### config.mk
export PLATFORM = sky130hd
export DESIGN_NAME = ps2_key_event_ctrl_flat
export DESIGN_NICKNAME = d
export VERILOG_FILES = /design/src/rtl/ps2_key_event_ctrl_if.sv /design/src/rtl/ps2_key_event_ctrl.sv /design/src/flat_wrapper.sv
export SDC_FILE = /design/constraint.sdc
export NUM_CORES = 1
export LEC_CHECK = 0
export ABC_CLOCK_PERIOD_IN_PS = 9700
export BUFFER_PORTS_ARGS = -buffer_cell sky130_fd_sc_hd__buf_4
export CORE_AREA = 2 2 181 183
export DETAILED_ROUTE_END_ITERATION = 12
export DIE_AREA = 0 0 183 185
export PLACE_DENSITY_LB_ADDON = 0.3
export SETUP_SLACK_MARGIN = 0.5
export SLEW_MARGIN = 10
export SYNTH_ARGS = -nofsm -noshare
export SYNTH_HDL_FRONTEND = slang
export SYNTH_SLANG_ARGS = --single-unit
### constraint.sdc
create_clock -name wb_clk_i -period 9.7 [get_ports wb_clk_i]
set_input_delay 0.97 -clock wb_clk_i [delete_from_list [all_inputs] [get_ports wb_clk_i]]
set_output_delay 0.97 -clock wb_clk_i [all_outputs]
set_load 0.02 [all_outputs]
### src/rtl/ps2_key_event_ctrl_if.sv
// Wishbone slave bus bundle for the PS/2 key event controller.
// Signal names keep the _i/_o suffixes as seen from the slave side.
interface ps2_key_event_ctrl_if #(
    parameter int dw = 32,
    parameter int aw = 32
);
    logic          wb_cyc_i;
    logic          wb_stb_i;
    logic          wb_we_i;
    logic [aw-1:0] wb_adr_i;
    logic [dw-1:0] wb_dat_i;
    logic [3:0]    wb_sel_i;
    logic [dw-1:0] wb_dat_o;
    logic          wb_ack_o;
    logic          wb_err_o;

    modport slave (
        input  wb_cyc_i, wb_stb_i, wb_we_i, wb_adr_i, wb_dat_i, wb_sel_i,
        output wb_dat_o, wb_ack_o, wb_err_o
    );

    modport master (
        output wb_cyc_i, wb_stb_i, wb_we_i, wb_adr_i, wb_dat_i, wb_sel_i,
        input  wb_dat_o, wb_ack_o, wb_err_o
    );
endinterface

### src/rtl/ps2_key_event_ctrl.sv
// PS/2 scancode sequencer: folds E0/F0 prefixes into {ext, brk, code}
// events, queues them in a FIFO and exposes queue, status and control
// through a Wishbone slave with a level interrupt.
//
// Bus handshake: a request is cyc & stb & !ack. The slave samples a request
// on a rising edge and raises ack for exactly one cycle on that same edge;
// read data, pops and register writes all take effect on that edge, so they
// are visible during the ack cycle. Back-to-back requests complete every two
// cycles. rx_valid_i is a one-cycle strobe with no back-pressure.
module ps2_key_event_ctrl #(
    parameter int dw          = 32,
    parameter int aw          = 32,
    parameter int DEPTH       = 16,
    parameter int TIMEOUT_CYC = 2500000
) (
    input  logic                   wb_clk_i,
    input  logic                   wb_rst_i,
    input  logic [7:0]             rx_byte_i,
    input  logic                   rx_valid_i,
    ps2_key_event_ctrl_if.slave    wb,
    output logic                   irq_o,
    output logic [1:0]             dbg_state
);

    localparam int PW = (DEPTH > 1) ? $clog2(DEPTH) : 1;
    localparam int CW = $clog2(DEPTH + 1);
    localparam int TW = (TIMEOUT_CYC > 1) ? $clog2(TIMEOUT_CYC) : 1;

    typedef enum logic [1:0] {
        S_IDLE    = 2'd0,
        S_EXT     = 2'd1,
        S_BRK     = 2'd2,
        S_EXT_BRK = 2'd3
    } state_t;

    state_t          state, state_nx;
    logic [TW-1:0]   tcnt;
    logic            push_req;
    logic [9:0]      push_ev;
    logic            perr_set;
    logic            tmo_hit;
    logic            is_e0, is_f0;

    logic [9:0]      mem [DEPTH];
    logic [PW-1:0]   wr_ptr, rd_ptr;
    logic [CW-1:0]   count;
    logic            full, empty;

    logic            ovf_flag, perr_flag, irq_en;
    logic            wb_req, rd_req, ctrl_wr;
    logic [1:0]      reg_sel;
    logic            flush, ovf_clr, perr_clr, pop, push_ok, ovf_set;
    logic [31:0]     rd_val;
    logic            unused_sigs;

    assign is_e0     = (rx_byte_i == 8'hE0);
    assign is_f0     = (rx_byte_i == 8'hF0);
    assign tmo_hit   = (state != S_IDLE) && (tcnt == TW'(TIMEOUT_CYC - 1));
    assign dbg_state = state;

    // Prefix decoder: next state, event to push and protocol-error strobe.
    always_comb begin
        state_nx = state;
        push_req = 1'b0;
        push_ev  = 10'd0;
        perr_set = 1'b0;
        if (rx_valid_i) begin
            case (state)
                S_IDLE: begin
                    if (is_e0)      state_nx = S_EXT;
                    else if (is_f0) state_nx = S_BRK;
                    else begin
                        push_req = 1'b1;
                        push_ev  = {2'b00, rx_byte_i};
                    end
                end
                S_EXT: begin
                    if (is_f0)      state_nx = S_EXT_BRK;
                    else if (is_e0) state_nx = S_EXT;
                    else begin
                        push_req = 1'b1;
                        push_ev  = {2'b10, rx_byte_i};
                        state_nx = S_IDLE;
                    end
                end
                S_BRK: begin
                    state_nx = S_IDLE;
                    if (is_e0 || is_f0) perr_set = 1'b1;
                    else begin
                        push_req = 1'b1;
                        push_ev  = {2'b01, rx_byte_i};
                    end
                end
                default: begin
                    state_nx = S_IDLE;
                    if (is_e0 || is_f0) perr_set = 1'b1;
                    else begin
                        push_req = 1'b1;
                        push_ev  = {2'b11, rx_byte_i};
                    end
                end
            endcase
        end else if (tmo_hit) begin
            state_nx = S_IDLE;
            perr_set = 1'b1;
        end
    end

    // Decoder state register and prefix timeout counter.
    always_ff @(posedge wb_clk_i or posedge wb_rst_i) begin
        if (wb_rst_i) begin
            state <= S_IDLE;
            tcnt  <= '0;
        end else begin
            state <= state_nx;
            if (rx_valid_i || state == S_IDLE || tmo_hit) tcnt <= '0;
            else                                        tcnt <= tcnt + 1'b1;
        end
    end

    // Bus request decode; everything below acts on the request edge.
    assign wb_req   = wb.wb_cyc_i & wb.wb_stb_i & ~wb.wb_ack_o;
    assign reg_sel  = wb.wb_adr_i[3:2];
    assign rd_req   = wb_req & ~wb.wb_we_i;
    assign ctrl_wr  = wb_req & wb.wb_we_i & (reg_sel == 2'd2);
    assign flush    = ctrl_wr & wb.wb_dat_i[1];
    assign ovf_clr  = ctrl_wr & wb.wb_dat_i[2];
    assign perr_clr = ctrl_wr & wb.wb_dat_i[3];

    assign full     = (count == CW'(DEPTH));
    assign empty    = (count == '0);
    assign pop      = rd_req & (reg_sel == 2'd0) & ~empty & ~flush;
    assign push_ok  = push_req & ~flush & (~full | pop);
    assign ovf_set  = push_req & ~flush & full & ~pop;

    // Event storage; no reset needed, validity is tracked by count.
    always_ff @(posedge wb_clk_i) begin
        if (push_ok) mem[wr_ptr] <= push_ev;
    end

    // FIFO pointers and occupancy; flush overrides any push or pop.
    always_ff @(posedge wb_clk_i or posedge wb_rst_i) begin
        if (wb_rst_i) begin
            wr_ptr <= '0;
            rd_ptr <= '0;
            count  <= '0;
        end else if (flush) begin
            wr_ptr <= '0;
            rd_ptr <= '0;
            count  <= '0;
        end else begin
            if (push_ok) wr_ptr <= wr_ptr + 1'b1;
            if (pop)     rd_ptr <= rd_ptr + 1'b1;
            case ({push_ok, pop})
                2'b10:   count <= count + 1'b1;
                2'b01:   count <= count - 1'b1;
                default: count <= count;
            endcase
        end
    end

    // Register read mux.
    always_comb begin
        rd_val = 32'd0;
        case (reg_sel)
            2'd0: if (!empty) rd_val = {1'b1, 21'd0, mem[rd_ptr]};
            2'd1: rd_val = {10'd0, state, perr_flag, ovf_flag, full, empty,
                            8'd0, 8'(count)};
            2'd2: rd_val = {31'd0, irq_en};
            default: rd_val = 32'd0;
        endcase
    end

    // Ack, read data, control bits, sticky flags and interrupt.
    always_ff @(posedge wb_clk_i or posedge wb_rst_i) begin
        if (wb_rst_i) begin
            wb.wb_ack_o <= 1'b0;
            wb.wb_dat_o <= '0;
            irq_en      <= 1'b0;
            ovf_flag    <= 1'b0;
            perr_flag   <= 1'b0;
            irq_o       <= 1'b0;
        end else begin
            wb.wb_ack_o <= wb_req;
            if (wb_req) wb.wb_dat_o <= rd_req ? dw'(rd_val) : '0;
            if (ctrl_wr) irq_en <= wb.wb_dat_i[0];
            ovf_flag  <= ovf_set  | (ovf_flag  & ~ovf_clr);
            perr_flag <= perr_set | (perr_flag & ~perr_clr);
            irq_o     <= irq_en & (~empty | ovf_flag | perr_flag);
        end
    end

    assign wb.wb_err_o = 1'b0;

    assign unused_sigs = ^{wb.wb_sel_i, wb.wb_adr_i[aw-1:4], wb.wb_adr_i[1:0],
                           wb.wb_dat_i[dw-1:4]};

endmodule

### src/flat_wrapper.sv
// flat-port wrapper written by rule: the top's interface ports become plain ports
module ps2_key_event_ctrl_flat 
#(
    parameter int dw          = 32,
    parameter int aw          = 32,
    parameter int DEPTH       = 16,
    parameter int TIMEOUT_CYC = 2500000
)
  (wb_clk_i, wb_rst_i, rx_byte_i, rx_valid_i, irq_o, dbg_state, wb_wb_cyc_i, wb_wb_stb_i, wb_wb_we_i, wb_wb_adr_i, wb_wb_dat_i, wb_wb_sel_i, wb_wb_dat_o, wb_wb_ack_o, wb_wb_err_o);
  ps2_key_event_ctrl_if #(.dw(dw), .aw(aw)) wb_i ();
  input  logic wb_clk_i;
  input  logic wb_rst_i;
  input  logic [7:0] rx_byte_i;
  input  logic rx_valid_i;
  output logic irq_o;
  output logic [1:0] dbg_state;
  input wire logic [$bits(wb_i.wb_cyc_i)-1:0] wb_wb_cyc_i;
  input wire logic [$bits(wb_i.wb_stb_i)-1:0] wb_wb_stb_i;
  input wire logic [$bits(wb_i.wb_we_i)-1:0] wb_wb_we_i;
  input wire logic [$bits(wb_i.wb_adr_i)-1:0] wb_wb_adr_i;
  input wire logic [$bits(wb_i.wb_dat_i)-1:0] wb_wb_dat_i;
  input wire logic [$bits(wb_i.wb_sel_i)-1:0] wb_wb_sel_i;
  output wire logic [$bits(wb_i.wb_dat_o)-1:0] wb_wb_dat_o;
  output wire logic [$bits(wb_i.wb_ack_o)-1:0] wb_wb_ack_o;
  output wire logic [$bits(wb_i.wb_err_o)-1:0] wb_wb_err_o;
  assign wb_i.wb_cyc_i = wb_wb_cyc_i;
  assign wb_i.wb_stb_i = wb_wb_stb_i;
  assign wb_i.wb_we_i = wb_wb_we_i;
  assign wb_i.wb_adr_i = wb_wb_adr_i;
  assign wb_i.wb_dat_i = wb_wb_dat_i;
  assign wb_i.wb_sel_i = wb_wb_sel_i;
  assign wb_wb_dat_o = wb_i.wb_dat_o;
  assign wb_wb_ack_o = wb_i.wb_ack_o;
  assign wb_wb_err_o = wb_i.wb_err_o;
  ps2_key_event_ctrl #(.dw(dw), .aw(aw), .DEPTH(DEPTH), .TIMEOUT_CYC(TIMEOUT_CYC)) u_core (.wb_clk_i(wb_clk_i), .wb_rst_i(wb_rst_i), .rx_byte_i(rx_byte_i), .rx_valid_i(rx_valid_i), .wb(wb_i), .irq_o(irq_o), .dbg_state(dbg_state));
endmodule
==> flow_metrics.py, run 1 <==
metrics = {
    "logic_synthesis": {
        "synth_edf_count": 160,
        "syn_area_per_cell_um2": 15.68,
        "synth_seq_cells": 219,
        "seq_area_frac_synth": 0.6666,
        "synth_ff_type": "edfxtp_1",
        "syn_area_um2": 9423,
        "syn_inst": 601,
        "yosysWarnings": 0,
        "ys_async_sr_fraction": 0.2694,
        "synth.distinct_cells": 62,
    },
    "setup_path": {
        "worst-setup-path-type": "primary input to register",
        "crit_chain": "buf_4, nand3b_1, buf_4, inv_1, nand3_1, nand3_2, ha_1, xor2_1, ha_1, a21oi_1, xor2_1, or3_1, a21oi_1",
        "start_kind": "primary input",
        "end_kind": "register",
        "critPathLaunch": "wb_wb_stb_i",
        "required_ns": 10.14,
        "max_stage_delay_ns": 0.47,
        "arrival_ns": 4.08,
        "path_max_fanout": 20,
        "worst_path_max_delay_cell": "ha_1",
        "regToRegStartpoint": "u_core.count[1]",
    },
    "global_route": {
        "grt_use_total": 0.1230,
        "grt_pass1_vias": 5332,
        "grt_max_degree": 60,
        "grt_pass1_wl_um": 31750,
        "grt_use_met1": 0.1674,
        "antenna_found_initial": 0,
        "met3_usage": 0.01966,
        "top_usage_layer": "met2",
        "globalRouteMet2Util": 0.2048,
        "grt-ovfl-total": 0,
    },
    "detailed_routing": {
        "wl_um": 20600,
        "avgRoutedWirePerCell_um": 19.09,
        "first_iter_violations": 419,
        "vias": 5225,
        "drc": 0,
        "via_per_inst": 4.842,
        "ant_nets": 0,
        "dr.pass1.iters": 4,
    },
    "power_and_ir_drop": {
        "combinationalPowerShare": 0.199,
        "power_frac_seq": 0.467,
        "powerDensity_nw_per_um2": 231.9,
        "swShare": 0.2786,
        "switchingPower_mw": 0.7059,
        "vdd_ir_drop_max_uv": 109.3,
        "internal_power_mw": 1.828,
        "power.leakage_nw": 3.801,
        "p_clk_frac": 0.334,
    },
    "clock_tree": {
        "cts_hold_buf": 0,
        "cts.htree.levels": 1,
        "cts_tree": "yes",
        "clock_latency_ns": 0.51,
        "clkSinkCount": 219,
        "cts_buffer_depth": 3,
        "ctsResizeCount": 0,
        "postCtsSetupRepairBufs": 0,
        "cts.clk_slew.worst_paths_ns": 0.06,
        "clock-root-buffer": "clkbuf_16",
        "cts_inserted_buffers": 24,
    },
    "layout": {
        "fillerInstances": 3106,
        "register_area_um2": 6285,
        "nNetsFinal": 744,
        "diodes": 0,
        "fin_cells": 1079,
        "final_common_cell": "edfxtp_1",
        "fin_area_um2": 10920,
        "final_cell_mix": "edfxtp_1 (160), buf_4 (58), dfrtp_1 (56)",
        "areaGrowthSynthToFinish_pct": 15.93,
        "layout-drive-gt1-share": 0.2310,
        "multi_input_area_um2": 2912,
    },
    "placed_design": {
        "pre_cts_slack_ns": 5.503,
        "dp_hpwl_um": 12840,
        "dp.cells": 1035,
        "gp_congestion": 0.7201,
        "place_area_um2": 10190,
        "io_buffers": 40,
    },
    "timing": {
        "max_slew.worst_pin.slew_ns": 1.232,
        "skew_ns": 0.01813,
        "hold_viol": 0,
        "layout_setup_ws_ns": 6.059,
        "period_minus_slack_ns": 3.641,
        "fin_setup_tns_ns": 0,
        "rsz0062_at_grt": "no",
        "final-max-slew-violation-count": 0,
        "finalSetupViolCount": 0,
        "hold_slack_ns": 0.4968,
        "fin_crit_sh": 0.3754,
        "slew_headroom": 0.1768,
        "fmax_ghz": 0.2746,
    },
    "floorplan": {
        "design.portCount": 119,
        "dieArea_um2": 33860,
        "coreArea_um2": 32040,
        "die_y_um": 185,
        "fp.dieW_um": 183,
        "initial_core_util": 0.2941,
        "rows": 66,
    },
    "min_path": {
        "min_from": "u_core.wb.wb_dat_o[31]",
        "hold_class": "register to register",
    },
    "outcome": {
        "status": "completed",
    },
    "flow_run": {
        "cap_violations": 0,
    },
}
[state kept, by name, summed over array words and instances, names as in the netlist]
| register | count |
|---|---|
| u_core.rd_ptr | 4 |
| u_core.mem | 160 |
| u_core.tcnt | 22 |
| u_core.wr_ptr | 4 |
| u_core.ovf_flag | 1 |
| u_core.perr_flag | 1 |
| u_core.irq_o | 1 |
| u_core.count | 5 |
| u_core.wb.wb_dat_o | 17 |
| u_core.irq_en | 1 |
| u_core.dbg_state | 2 |
| u_core.wb.wb_ack_o | 1 |
[power by group through the flow]
stage               sequential [mW]  combinational [mW]  clock, mW
global route                   1.20               0.557      0.904
finish                         1.18               0.504      0.846
global placement               1.20               0.511          0
floorplan                      1.15               0.414          0
CTS                            1.19               0.518      0.868
detailed placement             1.20               0.517          0
[through the flow]
| step | utilization | total power, mW |
|---|---|---|
| finish | 0.3409 | 2.534 |
| global route | 0.3409 | 2.659 |
| CTS | 0.3409 | 2.571 |
| detailed placement | 0.3181 | 1.721 |
| global placement | 0.3181 | 1.712 |
| floorplan | - | 1.567 |
[final timing paths]
| check | endpoint | slack (ns) | depth (start not counted) |
|---|---|---|---|
| setup / recovery | u_core.count[2] | 6.06 | 13 |
| hold / removal | u_core.wb.wb_dat_o[31] | 0.50 | 2 |
| hold reg to reg | u_core.wb.wb_dat_o[31] | 0.50 | 2 |
| min in group asynchronous | u_core.count[3] | 0.71 | 3 |
| max in group asynchronous | u_core.rd_ptr[0] | 8.42 | 3 |
| setup reg to reg | u_core.count[2] | 6.15 | 10 |
[logic make-up after synthesis]
logic type,count (synthesis),share of synthesized area
xor+xnor,16,0.01487
mux,63,0.1202
flops,219,0.6666
simple gates,158,0.09348
buf+inv,60,0.03373
fa+ha+maj,9,0.01195
compound gates,75,0.05883
other cells,1,0.0003980
[final cells by class]
cell class / instances / share of cell area
flip-flops and latches: 219 / 0.5753
well taps: 408 / 0.04673
inverters: 13 / 0.004467
clock buffers: 35 / 0.06345
multi-input cells: 337 / 0.2665
repair buffers: 58 / 0.03986
clock inverters: 9 / 0.003665
[layer usage]
layer  up-vias  share of wire
met1      2666           0.45
met4         0          0.022
met5         -              0
met2       110           0.48
met3        30          0.046
li1       2419              -
[worst max-delay path, delay by kind of cell]
kind,cells,cell delay [ns]
AOI/OAI and AO/OA,2,0.29
xor gates and xnor gates,2,0.27
adders and majority gates,2,0.70
buffers and inverters,3,0.67
and+or+nand+nor,4,1.16
[cells in the mapped netlist, drive strengths merged, types with 2 or more instances]
library cell    n  share of area
a211o           2         0.0019
a211oi          2         0.0021
a21oi          16         0.0089
a221o           4         0.0042
a22o            6         0.0056
a32o            2         0.0021
and2           11         0.0073
and3            6         0.0040
and3b           3         0.0028
buf            29          0.021
clkbuf         18         0.0072
dfrtp          59           0.16
edfxtp        160           0.51
ha              9          0.012
inv            13         0.0052
mux2i          22          0.023
mux4           40          0.096
nand2          28          0.011
nand3          24          0.014
nand3b          6         0.0048
nand4           4         0.0027
nand4b          2         0.0019
nor2           31          0.012
nor2b           2         0.0013
nor3           10         0.0058
nor4            4         0.0027
nor4b           6         0.0062
o2111ai         2         0.0044
o211ai          2         0.0016
o21ai          17         0.0094
o221ai          5         0.0046
o22ai           5         0.0033
o31ai           5         0.0040
or3             9         0.0061
or4             8         0.0072
xnor2           8         0.0074
xor2            8         0.0074
Note: power is estimated with default switching activity, not from simulation.
==> run 2, diff against run 1 <==
--- a/config.mk
+++ b/config.mk
@@ -5,7 +5,7 @@
 export SDC_FILE = /design/constraint.sdc
 export NUM_CORES = 1
 export LEC_CHECK = 0
-export ABC_CLOCK_PERIOD_IN_PS = 9700
+export ABC_CLOCK_PERIOD_IN_PS = 3400
 export BUFFER_PORTS_ARGS = -buffer_cell sky130_fd_sc_hd__buf_4
 export CORE_AREA = 2 2 181 183
 export DETAILED_ROUTE_END_ITERATION = 12
==> constraint.sdc (replaced) <==
create_clock -name wb_clk_i -period 3.4 [get_ports wb_clk_i]
set_input_delay 0.34 -clock wb_clk_i [delete_from_list [all_inputs] [get_ports wb_clk_i]]
set_output_delay 0.34 -clock wb_clk_i [all_outputs]
set_load 0.02 [all_outputs]
==> flow_metrics.py, run 2 (same netlist as run 1, synthesis figures left out) <==
metrics = {
    "outcome": {
        "status": "completed",
    },
    "min_path": {
        "min_from": "wb_wb_dat_i[0]",
        "holdPathStages": 2,
        "hold_class": "primary input to register",
        "hold_end": "u_core.irq_en",
    },
    "timing": {
        "rsz0062_at_grt": "no",
        "final-max-slew-violation-count": 0,
        "layout_setup_ws_ns": 0.6494,
        "fin_crit_sh": 0.8090,
        "fin_setup_tns_ns": 0,
        "period_minus_slack_ns": 2.751,
        "slew_headroom": 0.2155,
        "hold_viol": 0,
        "max_slew.worst_pin.slew_ns": 1.170,
        "finalSetupViolCount": 0,
        "skew_ns": 0.02530,
        "fmax_ghz": 0.3636,
    },
    "detailed_routing": {
        "ant_nets": 0,
        "avgRoutedWirePerCell_um": 19.29,
        "first_iter_violations": 390,
        "wl_um": 21130,
        "vias": 5374,
        "dr.pass1.iters": 5,
        "via_per_inst": 4.908,
        "drc": 0,
    },
    "placed_design": {
        "io_buffers": 40,
        "dp_hpwl_um": 13820,
        "gp_congestion": 0.7494,
        "pre_cts_slack_ns": 0.4370,
    },
    "setup_path": {
        "required_ns": 3.84,
        "end_kind": "register",
        "path_max_fanout": 17,
        "crit_chain": "or4_4, a211o_4, nand3_4, buf_8, ha_2, xor2_1, a22oi_1, a2111o_1, o21ai_0",
        "path_buf_inv": 1,
        "rrSetupSlack_ns": 0.65,
        "start_kind": "register",
        "r2r_end": "u_core.count[3]",
        "regToRegStartpoint": "u_core.count[2]",
        "worst_path_max_delay_cell": "or4_4",
        "worst-setup-path-type": "register to register",
        "max_stage_delay_ns": 0.59,
        "cp_top_family": "compound AO/OA/AOI/OAI gates",
        "reg2reg_depth": 9,
        "arrival_ns": 3.19,
    },
    "layout": {
        "final_cell_mix": "edfxtp_1 (160), buf_4 (71), dfrtp_1 (56)",
        "diodes": 0,
        "layout-drive-gt1-share": 0.2649,
        "largest_registers": "u_core.mem x160, u_core.tcnt x22, u_core.wb.wb_dat_o x17",
        "largest_register": "u_core.mem",
        "nNetsFinal": 760,
        "fillerInstances": 3029,
        "final_common_cell": "edfxtp_1",
        "largest_reg_flops": 160,
        "areaGrowthSynthToFinish_pct": 18.94,
    },
    "floorplan": {
        "die_y_um": 185,
        "initial_core_util": 0.2941,
        "fp.dieW_um": 183,
        "dieArea_um2": 33860,
        "coreArea_um2": 32040,
        "design.portCount": 119,
        "rows": 66,
    },
    "global_route": {
        "grt_pass1_vias": 5357,
        "grt_use_total": 0.1263,
        "grt_pass1_wl_um": 32300,
        "globalRouteMet2Util": 0.2044,
        "grt_use_met1": 0.1717,
        "grt_max_degree": 29,
        "met3_usage": 0.02379,
        "top_usage_layer": "met2",
        "grt-ovfl-total": 0,
        "antenna_found_initial": 0,
    },
    "power_and_ir_drop": {
        "power.leakage_nw": 3.918,
        "powerDensity_nw_per_um2": 677.2,
        "vdd_ir_drop_max_uv": 361.2,
    },
    "clock_tree": {
        "cts_tree": "yes",
        "cts.clk_slew.worst_paths_ns": 0.06,
        "clkSinkCount": 219,
        "cts_inserted_buffers": 24,
        "cts_buffer_depth": 3,
        "cts.htree.levels": 1,
        "clock-root-buffer": "clkbuf_16",
        "clock_latency_ns": 0.52,
    },
    "flow_run": {
        "cap_violations": 0,
    },
}
-- run 2: repair_timing --
action	4_1_cts	5_1_grt
setup endpoints to repair	1	19
endpoints found under the hold margin	21	0
resized for setup	1	5
setup buffers	0	2
hold buffers	1	0
pin swaps	0	1
-- run 2: how the worst max path moves through the flow --
stage               slack (ns)             from  cells after the start         endpoint
finish                    0.65  u_core.count[2]                      9  u_core.count[3]
floorplan                 0.43  u_core.count[1]                     13  u_core.count[2]
global placement          0.43     rx_byte_i[3]                     10  u_core.count[3]
CTS                       0.55  u_core.count[3]                     10  u_core.count[2]
global route              0.54  u_core.count[2]                     10  u_core.count[4]
detailed placement        0.44     rx_byte_i[3]                     10  u_core.count[3]
-- run 2: worst register-to-register path: stages, from the launching register on --
cell	delay (ns)
dfrtp_1	0.38
or4_4	0.59
a211o_4	0.32
nand3_4	0.11
buf_8	0.20
ha_2	0.24
xor2_1	0.21
a22oi_1	0.13
a2111o_1	0.41
o21ai_0	0.08
-- run 2: area by class of cell --
type	instances	area, um2	share of cell area
Inverter	13	48.80	0.004354
Clock buffer	26	608.1	0.05426
Timing Repair Buffer	74	578.1	0.05158
Tap cell	408	510.5	0.04555
Sequential cell	219	6285	0.5608
Multi-Input combinational cell	337	2979	0.2658
Clock inverter	18	197.7	0.01764
-- run 2: per-layer routing --
| layer | part of all wire | vias to the layer above | routed length [um] |
|---|---|---|---|
| met5 | 0 | - | 0 |
| met2 | 0.47 | 137 | 10010 |
| met1 | 0.45 | 2749 | 9466 |
| met4 | 0.029 | 0 | 616 |
| li1 | - | 2452 | - |
| met3 | 0.049 | 36 | 1035 |
-- run 2: through the flow --
step           power (mW)  hold slack (ns)  cell area (um2)  utilization  std cells
6_report            7.589          0.05512            11210       0.3498       1095
4_1_cts             7.653          0.03143            11160       0.3483       1093
2_1_floorplan       4.495           0.4691             9527            -        616
5_1_grt             7.927          0.04639            11210       0.3498       1095
3_5_place_dp        5.001           0.4068            10340       0.3228       1048
3_3_place_gp        4.980           0.4084            10340       0.3228       1048
-- run 2: where the power goes --
group,internal (mW),total [mW],switching [mW]
Sequential,3.13,3.41,0.283
Clock,1.60,2.65,1.05
Combinational,0.772,1.53,0.759
